`config.mk`:
```
export PLATFORM = sky130hd
export DESIGN_NAME = aes_key_sched_ctrl
export DESIGN_NICKNAME = d
export VERILOG_FILES = /design/src/rtl/aes_pkg.sv /design/src/rtl/aes_rk_cache.sv /design/src/rtl/aes_key_sched_ctrl.sv
export SDC_FILE = /design/constraint.sdc
export NUM_CORES = 1
export LEC_CHECK = 0
export ABC_AREA = 1
export BUFFER_PORTS_ARGS = -buffer_cell sky130_fd_sc_hd__buf_4
export CAP_MARGIN = 15
export CORE_AREA = 5 5 257 259
export DETAILED_ROUTE_END_ITERATION = 8
export DIE_AREA = 0 0 262 264
export SLEW_MARGIN = 10
export SYNTH_ARGS = -nofsm -noshare
export SYNTH_HDL_FRONTEND = slang
export SYNTH_SLANG_ARGS = --single-unit
```
`constraint.sdc`:
```
create_clock -name clk -period 1.5 [get_ports clk]
set_input_delay 0.075 -clock clk [delete_from_list [all_inputs] [get_ports clk]]
set_output_delay 0.075 -clock clk [all_outputs]
set_load 0.02 [all_outputs]
```
`src/rtl/aes_pkg.sv`:
```
// ---------------------------------------------------------------------------
// aes_pkg
// Shared types, constants and helpers for the AES-128 key-schedule sequencer.
//   aes_128 / aes_word / ByteType : 128-bit block, 32-bit word, byte
//   AES_NR                        : number of expansion rounds for AES-128
//   RCON_INIT                     : rcon value used by expansion round 1
//   xtime()                       : multiply-by-x in GF(2^8), rcon stepping
//   ctrl_state_e                  : sequencer states; ST_REPLAY exists only
//                                   when AES_KEY_CACHE_EN is defined
// ---------------------------------------------------------------------------
package aes_pkg;

  localparam int AES_NR = 10;
  localparam logic [7:0] RCON_INIT = 8'h01;

  typedef logic [127:0] aes_128;
  typedef logic [31:0]  aes_word;
  typedef logic [7:0]   ByteType;

  typedef enum logic [2:0] {
    ST_IDLE,
    ST_LOAD,
    ST_EMIT,
    ST_SREQ,
    ST_SWAIT,
    ST_EXPAND,
    ST_DONE
`ifdef AES_KEY_CACHE_EN
    , ST_REPLAY
`endif
  } ctrl_state_e;

  // Reduction polynomial x^8+x^4+x^3+x+1 folds the carry back as 8'h1b.
  function automatic ByteType xtime(input ByteType b);
    return {b[6:0], 1'b0} ^ (b[7] ? 8'h1b : 8'h00);
  endfunction

endpackage

```
`src/rtl/aes_rk_cache.sv`:
```
// ---------------------------------------------------------------------------
// aes_rk_cache
// Round-key store used by the AES_KEY_CACHE_EN build of aes_key_sched_ctrl.
// One write port and one combinational read port.
//   clk   : clock
//   we    : write enable
//   waddr : round index to write
//   wdata : round key to store
//   raddr : round index to read
//   rdata : stored round key at raddr
// ---------------------------------------------------------------------------
module aes_rk_cache
  import aes_pkg::*;
#(
  parameter int DEPTH = AES_NR + 1,
  parameter int AW    = 4
) (
  input  logic          clk,
  input  logic          we,
  input  logic [AW-1:0] waddr,
  input  logic [127:0]  wdata,
  input  logic [AW-1:0] raddr,
  output logic [127:0]  rdata
);

  aes_128 mem_q [DEPTH];

  // NOTE: the storage array has no reset; a separate valid bit in the
  // controller guards every read, so clearing it would only cost flops.
  always_ff @(posedge clk) begin
    if (we) mem_q[waddr] <= wdata;
  end

  assign rdata = mem_q[raddr];

endmodule

```
`src/rtl/aes_key_sched_ctrl.sv`:
```
// ---------------------------------------------------------------------------
// aes_key_sched_ctrl
// Sequencer for the AES-128 round-key generator (aes_key_gen). Loads a key,
// walks the generator through NR expansion rounds, routes each SubWord
// through a shared, arbitrated S-box port and streams round keys 0..NR out
// on a valid/ready handshake.
//
// Ports:
//   clk, nrst             : clock, synchronous active-high reset
//   start, key_in         : begin expansion with key_in (accepted in IDLE)
//   kg_*                  : control/data to and from aes_key_gen
//   sbox_req/gnt/word     : shared S-box request, grant, word presented
//   sbox_res/vld          : S-box result and its valid strobe
//   rk_valid/ready/rnd/data : round-key stream to the cipher datapath
//   busy, done, err       : status; done and err are one-cycle pulses
//   replay                : stream cached keys (AES_KEY_CACHE_EN only)
//
// Optional build macro AES_KEY_CACHE_EN adds an (NR+1)-entry round-key store
// and a REPLAY state; without it replay is ignored.
// ---------------------------------------------------------------------------
module aes_key_sched_ctrl
  import aes_pkg::*;
#(
  parameter int NR           = AES_NR,
  parameter int SBOX_TIMEOUT = 16,
  parameter int RND_W        = 4
) (
  input  logic             clk,
  input  logic             nrst,
  input  logic             start,
  input  logic [127:0]     key_in,
  output logic             kg_en,
  output logic             kg_gen_key,
  output logic             kg_next_rnd,
  output logic [RND_W-1:0] kg_rnd_number,
  output logic [7:0]       kg_rcon,
  output logic [127:0]     kg_key,
  output logic [31:0]      kg_sub_i,
  input  logic [31:0]      kg_sub_o,
  input  logic [127:0]     kg_key_o,
  output logic             sbox_req,
  input  logic             sbox_gnt,
  output logic [31:0]      sbox_word,
  input  logic [31:0]      sbox_res,
  input  logic             sbox_vld,
  output logic             rk_valid,
  input  logic             rk_ready,
  output logic [RND_W-1:0] rk_rnd,
  output logic [127:0]     rk_data,
  output logic             busy,
  output logic             done,
  output logic             err,
  input  logic             replay
);

  localparam int TO_W = $clog2(SBOX_TIMEOUT + 1);
  localparam logic [TO_W-1:0]  TO_LAST  = TO_W'(SBOX_TIMEOUT - 1);
  localparam logic [RND_W-1:0] RND_LAST = RND_W'(NR);

  ctrl_state_e      state_q, state_d;
  logic             busy_q, busy_d, done_q, done_d, err_q, err_d;
  logic             kg_en_q, kg_en_d, kg_gen_key_q, kg_gen_key_d;
  logic             kg_next_rnd_q, kg_next_rnd_d;
  logic [RND_W-1:0] rnd_q, rnd_d, rk_rnd_q, rk_rnd_d;
  ByteType          rcon_q, rcon_d;
  aes_128           kg_key_q, kg_key_d;
  aes_word          kg_sub_i_q, kg_sub_i_d, sbox_word_q, sbox_word_d;
  logic             sbox_req_q, sbox_req_d, rk_valid_q, rk_valid_d;
  logic [TO_W-1:0]  to_cnt_q, to_cnt_d;
  logic             rk_accept, sbox_abort;
  aes_128           rk_data_mux;

`ifdef AES_KEY_CACHE_EN
  logic   cache_vld_q, cache_vld_d;
  aes_128 cache_rdata;

  aes_rk_cache #(.DEPTH(NR + 1), .AW(RND_W)) u_rk_cache (
    .clk   (clk),
    .we    ((state_q == ST_EMIT) && rk_accept),
    .waddr (rk_rnd_q),
    .wdata (rk_data_mux),
    .raddr (rk_rnd_q),
    .rdata (cache_rdata)
  );
`else
  logic unused_replay;
  assign unused_replay = replay;
`endif

  assign rk_accept = rk_valid_q & rk_ready;

  // Round 0 is the cipher key itself; later rounds come straight from the
  // generator, which only moves on an EXPAND strobe, so the value is stable
  // for the whole EMIT handshake.
  always_comb begin
    rk_data_mux = '0;
    if (rk_valid_q) begin
      if (rk_rnd_q == '0) rk_data_mux = kg_key_q;
      else                rk_data_mux = kg_key_o;
`ifdef AES_KEY_CACHE_EN
      if (state_q == ST_REPLAY) rk_data_mux = cache_rdata;
`endif
    end
  end

  // NOTE: every _d gets its hold value first so no path through the case
  // leaves a variable unassigned, which would infer a latch.
  always_comb begin
    state_d       = state_q;
    busy_d        = busy_q;
    done_d        = 1'b0;
    err_d         = 1'b0;
    kg_en_d       = 1'b0;
    kg_gen_key_d  = 1'b0;
    kg_next_rnd_d = 1'b0;
    rnd_d         = rnd_q;
    rcon_d        = rcon_q;
    kg_key_d      = kg_key_q;
    kg_sub_i_d    = kg_sub_i_q;
    sbox_req_d    = sbox_req_q;
    sbox_word_d   = sbox_word_q;
    rk_valid_d    = rk_valid_q;
    rk_rnd_d      = rk_rnd_q;
    to_cnt_d      = to_cnt_q;
    sbox_abort    = 1'b0;
`ifdef AES_KEY_CACHE_EN
    cache_vld_d   = cache_vld_q;
`endif

    case (state_q)
      ST_IDLE: begin
        if (start) begin
          state_d      = ST_LOAD;
          kg_key_d     = key_in;
          busy_d       = 1'b1;
          kg_en_d      = 1'b1;
          kg_gen_key_d = 1'b1;
          rnd_d        = '0;
          rcon_d       = RCON_INIT;
`ifdef AES_KEY_CACHE_EN
          cache_vld_d  = 1'b0;
        end else if (replay && cache_vld_q) begin
          state_d    = ST_REPLAY;
          busy_d     = 1'b1;
          rk_valid_d = 1'b1;
          rk_rnd_d   = '0;
`endif
        end
      end
      ST_LOAD: begin
        state_d    = ST_EMIT;
        rk_valid_d = 1'b1;
        rk_rnd_d   = '0;
      end
      ST_EMIT: begin
        if (rk_accept) begin
          rk_valid_d = 1'b0;
          if (rk_rnd_q == RND_LAST) begin
            state_d = ST_DONE;
            done_d  = 1'b1;
          end else begin
            state_d     = ST_SREQ;
            sbox_req_d  = 1'b1;
            sbox_word_d = kg_sub_o;
            to_cnt_d    = '0;
          end
        end
      end
      ST_SREQ: begin
        if (sbox_gnt) begin
          state_d  = ST_SWAIT;
          to_cnt_d = '0;
        end else if (to_cnt_q == TO_LAST) begin
          sbox_abort = 1'b1;
        end else begin
          to_cnt_d = to_cnt_q + TO_W'(1);
        end
      end
      ST_SWAIT: begin
        if (sbox_vld) begin
          state_d       = ST_EXPAND;
          sbox_req_d    = 1'b0;
          kg_sub_i_d    = sbox_res;
          kg_en_d       = 1'b1;
          kg_next_rnd_d = 1'b1;
          rnd_d         = rnd_q + RND_W'(1);
        end else if (to_cnt_q == TO_LAST) begin
          sbox_abort = 1'b1;
        end else begin
          to_cnt_d = to_cnt_q + TO_W'(1);
        end
      end
      ST_EXPAND: begin
        // rcon_q was presented during this round; step it for the next one.
        state_d    = ST_EMIT;
        rk_valid_d = 1'b1;
        rk_rnd_d   = rnd_q;
        rcon_d     = xtime(rcon_q);
      end
      ST_DONE: begin
        state_d = ST_IDLE;
        busy_d  = 1'b0;
`ifdef AES_KEY_CACHE_EN
        cache_vld_d = 1'b1;
`endif
      end
`ifdef AES_KEY_CACHE_EN
      ST_REPLAY: begin
        if (rk_accept) begin
          if (rk_rnd_q == RND_LAST) begin
            state_d    = ST_DONE;
            rk_valid_d = 1'b0;
            done_d     = 1'b1;
          end else begin
            rk_rnd_d = rk_rnd_q + RND_W'(1);
          end
        end
      end
`endif
      default: state_d = ST_IDLE;
    endcase

    if (sbox_abort) begin
      state_d    = ST_IDLE;
      sbox_req_d = 1'b0;
      busy_d     = 1'b0;
      err_d      = 1'b1;
      to_cnt_d   = '0;
`ifdef AES_KEY_CACHE_EN
      cache_vld_d = 1'b0;
`endif
    end
  end

  // NOTE: sequential state uses non-blocking assignments so every flop
  // samples the pre-edge values regardless of statement order.
  always_ff @(posedge clk) begin
    if (nrst) begin
      state_q       <= ST_IDLE;
      busy_q        <= 1'b0;
      done_q        <= 1'b0;
      err_q         <= 1'b0;
      kg_en_q       <= 1'b0;
      kg_gen_key_q  <= 1'b0;
      kg_next_rnd_q <= 1'b0;
      rnd_q         <= '0;
      rcon_q        <= RCON_INIT;
      kg_key_q      <= '0;
      kg_sub_i_q    <= '0;
      sbox_req_q    <= 1'b0;
      sbox_word_q   <= '0;
      rk_valid_q    <= 1'b0;
      rk_rnd_q      <= '0;
      to_cnt_q      <= '0;
`ifdef AES_KEY_CACHE_EN
      cache_vld_q   <= 1'b0;
`endif
    end else begin
      state_q       <= state_d;
      busy_q        <= busy_d;
      done_q        <= done_d;
      err_q         <= err_d;
      kg_en_q       <= kg_en_d;
      kg_gen_key_q  <= kg_gen_key_d;
      kg_next_rnd_q <= kg_next_rnd_d;
      rnd_q         <= rnd_d;
      rcon_q        <= rcon_d;
      kg_key_q      <= kg_key_d;
      kg_sub_i_q    <= kg_sub_i_d;
      sbox_req_q    <= sbox_req_d;
      sbox_word_q   <= sbox_word_d;
      rk_valid_q    <= rk_valid_d;
      rk_rnd_q      <= rk_rnd_d;
      to_cnt_q      <= to_cnt_d;
`ifdef AES_KEY_CACHE_EN
      cache_vld_q   <= cache_vld_d;
`endif
    end
  end

  assign kg_en         = kg_en_q;
  assign kg_gen_key    = kg_gen_key_q;
  assign kg_next_rnd   = kg_next_rnd_q;
  assign kg_rnd_number = rnd_q;
  assign kg_rcon       = rcon_q;
  assign kg_key        = kg_key_q;
  assign kg_sub_i      = kg_sub_i_q;
  assign sbox_req      = sbox_req_q;
  assign sbox_word     = sbox_word_q;
  assign rk_valid      = rk_valid_q;
  assign rk_rnd        = rk_rnd_q;
  assign rk_data       = rk_data_mux;
  assign busy          = busy_q;
  assign done          = done_q;
  assign err           = err_q;

endmodule

```
# After elaboration in Yosys (flattened, before gate mapping)
# Cells that the tools add are included.
[classes]
addsub = 2
eq_ne = 14
muxes = 38
bitwise_logic = 7
reduce_logical = 24
[ops]
columns = ["operator", "n"]
rows = [
  ["$mux 128", 2],
  ["$mux 5", 6],
  ["$pmux 4 s2", 2],
  ["$pmux 8 s2", 1],
  ["$mux 3", 5],
  ["$pmux 3 s5", 1],
  ["$pmux 5 s3", 1],
  ["$mux 1", 12],
  ["$ne 2x2->1 const B", 6],
  ["$reduce_and 4->1", 3],
  ["$reduce_bool 2->1", 6],
  ["$pmux 1 s2", 5],
  ["$reduce_and 2->1", 5],
  ["$eq 3x3->1 const B", 3],
  ["$mux 4", 2],
  ["$mux 8", 1],
  ["$reduce_or 2->1", 4],
  ["$xor 8x5->8", 1],
  ["$eq 3x2->1 const B", 2],
  ["$reduce_and 3->1", 2],
  ["$add 5x1->5 const B", 1],
  ["$eq 5x4->1 const B", 1],
  ["$not 1->1", 5],
  ["$add 4x1->4 const B", 1],
  ["7 further kinds", 7],
]
[word_totals]
reg_bits = 224
in_bits = 327
output_inout_bits = 344

# Logic depth before layout (Yosys ltp)
[depth]
ltp_word = 5
ltp_mapped = 11
ltp_nobuf = 9

# Worst setup path after synthesis
# OpenSTA, ideal clock, no wires.
[synth_path]
kind = "flip-flop to output port"
from = "reg rk_rnd_q[3], in the netlist rk_rnd[3]"
to = "out rk_data[0]"
arrival_time_ns = 1.467
t_required_ns = 1.425
setup_slack_ns = -0.042
stages_incl_launch_ff = 8
path_cell_list = "dfxtp_1 > nor2_1 > nand2_1 > inv_1 > buf_2 > clkbuf_1 > o21ai_0 > a21oi_1"
[synth_via]
elab_chain_len = 3
[synth_lines]
columns = ["item", "line", "rtl"]
rows = [
  ["from (decl)", "aes_key_sched_ctrl.sv:64", "logic [RND_W-1:0] rnd_q, rnd_d, rk_rnd_q, rk_rnd_d;"],
  ["from (signal assigned)", "aes_key_sched_ctrl.sv:273", "rk_rnd_q <= rk_rnd_d;"],
  ["$logic_not 4->1", "aes_key_sched_ctrl.sv:98", "if (rk_rnd_q == '0) rk_data_mux = kg_key_q;"],
  ["$mux 128", "aes_key_sched_ctrl.sv:98", ""],
  ["$mux 128", "aes_key_sched_ctrl.sv:97", "if (rk_valid_q) begin"],
  ["to (decl)", "aes_key_sched_ctrl.sv:49", "output logic [127:0] rk_data,"],
]
# No other way between the ends.

# Final worst setup path
[layout_path]
from = "reg rk_rnd_q[3], in the netlist rk_rnd[3]"
to = "out rk_data[77]"
# The elaborated chain is that of the path after synthesis.

==> impl_metrics.ini <==
[pwr]
comb_power_share_pct = 45.9
seq_power_share_pct = 27.8
irDropWorstVdd_uv = 964
intPower_mw = 16.1
clkPwrFrac_pct = 26.3
p_leak_nw = 9.57
power_switching_mw = 10.3
power_density_nw_per_um2 = 1160
switching_share_pct = 39.1
p_total_mw = 26.4

[clock_tree]
cts_sinks = 224
cts.path.max_buffers = 3
clkTransAtPathRegs_ps = 60
numCtsBuffers = 28
clock_latency_ps = 580
h-tree-depth = 1
root_buffer = clkbuf_16
cts_tree = yes

[worst_setup_path]
cp-startpoint = rk_rnd[3]
slowest_delay_ps = 350
cp_max_fo = 6
cp_data_required_time_ps = 1420
setup.worst_path.end_class = output port
path_cells = nor2_4, nand2_4, inv_12, buf_16, buf_8, buf_6, buf_4, a21oi_2, buf_4
crit_slowest_cell = dfxtp_2
crit_type = reg2out
startpoint_type = flop
cp_data_arrival_time_ps = 2150
cpMostUsedCell = buf_4
r2r_slack_ps = -60
rr_startpoint = rk_rnd[0]

[global_route]
gr-total-overflow = 0
grt_pass1_vias = 12900
antenna_found_initial = 4
grt_max_degree = 82
grt_usage_pct = 16.3
grt_pass1_wl_um = 85400

[floorplanning]
core_sq_um = 63600
die_w_um = 262
start_util_pct = 14.8
num_io_pins = 671
core.rowCount = 93
fp.dieH_um = 264
dieArea_sq_um = 69200

[final_layout]
post-route-util_pct = 35.9
area_growth_pct = 142
final_nets = 2669
stdcell_count = 3217
layout-drive-gt1-share_pct = 50.3
n_fill_cell = 6245
fin_area_sq_um = 22800

[timing]
hold_violations = 0
max_freq_mhz = 449
slew_headroom_pct = 72.0
rsz0062_at_grt = yes
period_share_pct = 149
slew_violations = 0
clock-skew-final_ps = 15.1
finalCriticalPeriod_ps = 2230
finalSetupViolCount = 172
worstMarginPinSlew_ps = 419
setup_ws_ps = -729

[synth]
synth.top_cell.area_share_pct = 47.5
ys_ff_latch = 224
avgSynthCellArea_sq_um = 7.17
yosysTopAreaCell = dfxtp_1
synth-edff-count = 0
synthTopCellsByArea = dfxtp_1 (47%), a21oi_1 (11%), nand2_1 (11%), o21ai_0 (9.2%), inv_1 (5.9%)
syn_inst = 1317
synth_cell_type_count = 30
synth-async-reset-ratio_pct = 0
yosysSeqAreaShare_pct = 47.5
syn-num-nets = 1646
syn-cell-area_sq_um = 9440
yosysWarningCount = 0
synth_ff_type = dfxtp_1

[route]
drt-initial-drc-count = 979
via_count = 13500
drc = 0
wl_per_cell_um = 21.8
ant_nets = 0
vias_per_cell = 4.21
dr.pass1.iters = 5
totalWireLength_um = 70300

[placement]
place_inst = 2862
dp_slack_ps = -373
numPortBuffers = 669
hpwl_um = 44800
dpl-instance-area_sq_um = 16400
gp_congestion = 0.921

[min_path]
hold_path.startpoint = key_in[62]
hp-class = in2reg

[status]
outcome = finished with violations
violations = negative setup slack

[job]
drv_cap = 0
[sequential cells by signal, indices dropped and copies added (netlist names)]
name and count:
busy 1, done 1, err 1, kg_en 1
kg_gen_key 1, kg_key 128, kg_next_rnd 1, kg_rcon 8
kg_rnd_number 4, kg_sub_i 32, rk_rnd 4, rk_valid 1
sbox_req 1, sbox_word 32, state_q 3, to_cnt_q 5
[worst max-delay path, delay by kind of cell (launching register included)]
family | cells | cell delay (ps)
flip-flops | 1 | 350
AO/OA/AOI/OAI | 1 | 130
buffers and inverters | 6 | 840
AND/OR/NAND/NOR | 2 | 220
[stage by stage]
| stage | hold slack [ps] | TNS, ps |
|---|---|---|
| 2_1_floorplan | 188 | -2090 |
| 3_3_place_gp | 274 | -16720 |
| 3_5_place_dp | 280 | -9400 |
| 4_1_cts | 189 | -83730 |
| 5_1_grt | 228 | -95950 |
| 6_report | 237 | -79060 |
[power groups by stage]
stage	Clock [mW]	Combinational, mW	Sequential, mW
floorplan	0	3.30	8.24
global placement	0	8.62	7.37
detailed placement	0	8.61	7.38
CTS	7.15	9.46	7.27
global route	7.33	12.8	7.41
finish	6.93	12.1	7.33
[routing by layer]
layer,up-vias,GRT usage [%],routed length (um)
met5,-,0,32
met3,114,6.10,7000
met2,737,27.9,33800
li1,6385,-,-
met1,6303,18.7,26900
met4,6,5.28,2590
[cell usage after synthesis (3+ instances only)]
cell / number
buf_1: 5
nand3_1: 38
inv_2: 6
nor2_1: 22
buf_4: 15
inv_1: 149
dfxtp_1: 224
nor3_1: 3
a21oi_1: 215
buf_2: 27
clkbuf_1: 47
o21ai_0: 174
nand2_1: 277
o21ai_1: 90
nand2_2: 4
[timing repair]
| action | 4_1_cts | 5_1_grt |
|---|---|---|
| pin swaps | 14 | 61 |
| gates resized for setup | 220 | 361 |
| endpoints found under the hold margin | 217 | 0 |
| gates cloned | 10 | 34 |
| setup endpoints to repair | 130 | 296 |
| setup buffers | 33 | 34 |
| hold buffers | 197 | 0 |
[placed cells by master, fill, tap and decap left out, types with 10 or more instances in the layout]
| master | n |
|---|---|
| o21ai_0 | 66 |
| dfxtp_1 | 215 |
| buf_8 | 26 |
| nand2_1 | 264 |
| inv_1 | 148 |
| buf_6 | 130 |
| nand3_1 | 28 |
| o21ai_2 | 57 |
| clkbuf_16 | 56 |
| buf_4 | 668 |
| buf_16 | 11 |
| dlygate4sd3_1 | 197 |
| nand3_2 | 12 |
| a21oi_4 | 39 |
| a21oi_2 | 74 |
| nor2_1 | 17 |
| buf_12 | 29 |
| a21oi_1 | 102 |
| o21ai_4 | 26 |
| o21ai_1 | 115 |
| nand2_2 | 10 |
[worst paths after layout]
path                   endpoint  cells after the start
setup / recovery    rk_data[77]                      9
hold / removal       kg_key[62]                      4
setup reg to reg  sbox_word[16]                     10
hold reg to reg     to_cnt_q[4]                      2
[cells by family (layout without fill, tap and decap cells)]
| family | after synthesis | count (layout) | synth area share (%) |
|---|---|---|---|
| AOI/OAI and AO/OA | 485 | 485 | 25.8 |
| adders and majority gates | 2 | 2 | 0.265 |
| other | 0 | 2 | 0 |
| DFF | 224 | 224 | 47.5 |
| xor gates and xnor gates | 1 | 1 | 0.0928 |
| and+or+nand+nor | 354 | 354 | 15.2 |
| buffers and inverters | 251 | 1294 | 11.1 |
[layout make-up]
class	instances	area, sq um	share of cell area (%)
timing repair buffer	1088	10400	45.6
multi-input combinational	842	5310	23.2
sequential	224	4500	19.7
tap	855	1070	4.69
clock buffer	40	807	3.53
inverter	155	609	2.67
clock inverter	10	115	0.504
timing repair inverter	1	16.3	0.0712
antenna	2	5.00	0.0219
No activity file was read; power rests on OpenSTA's default activity.
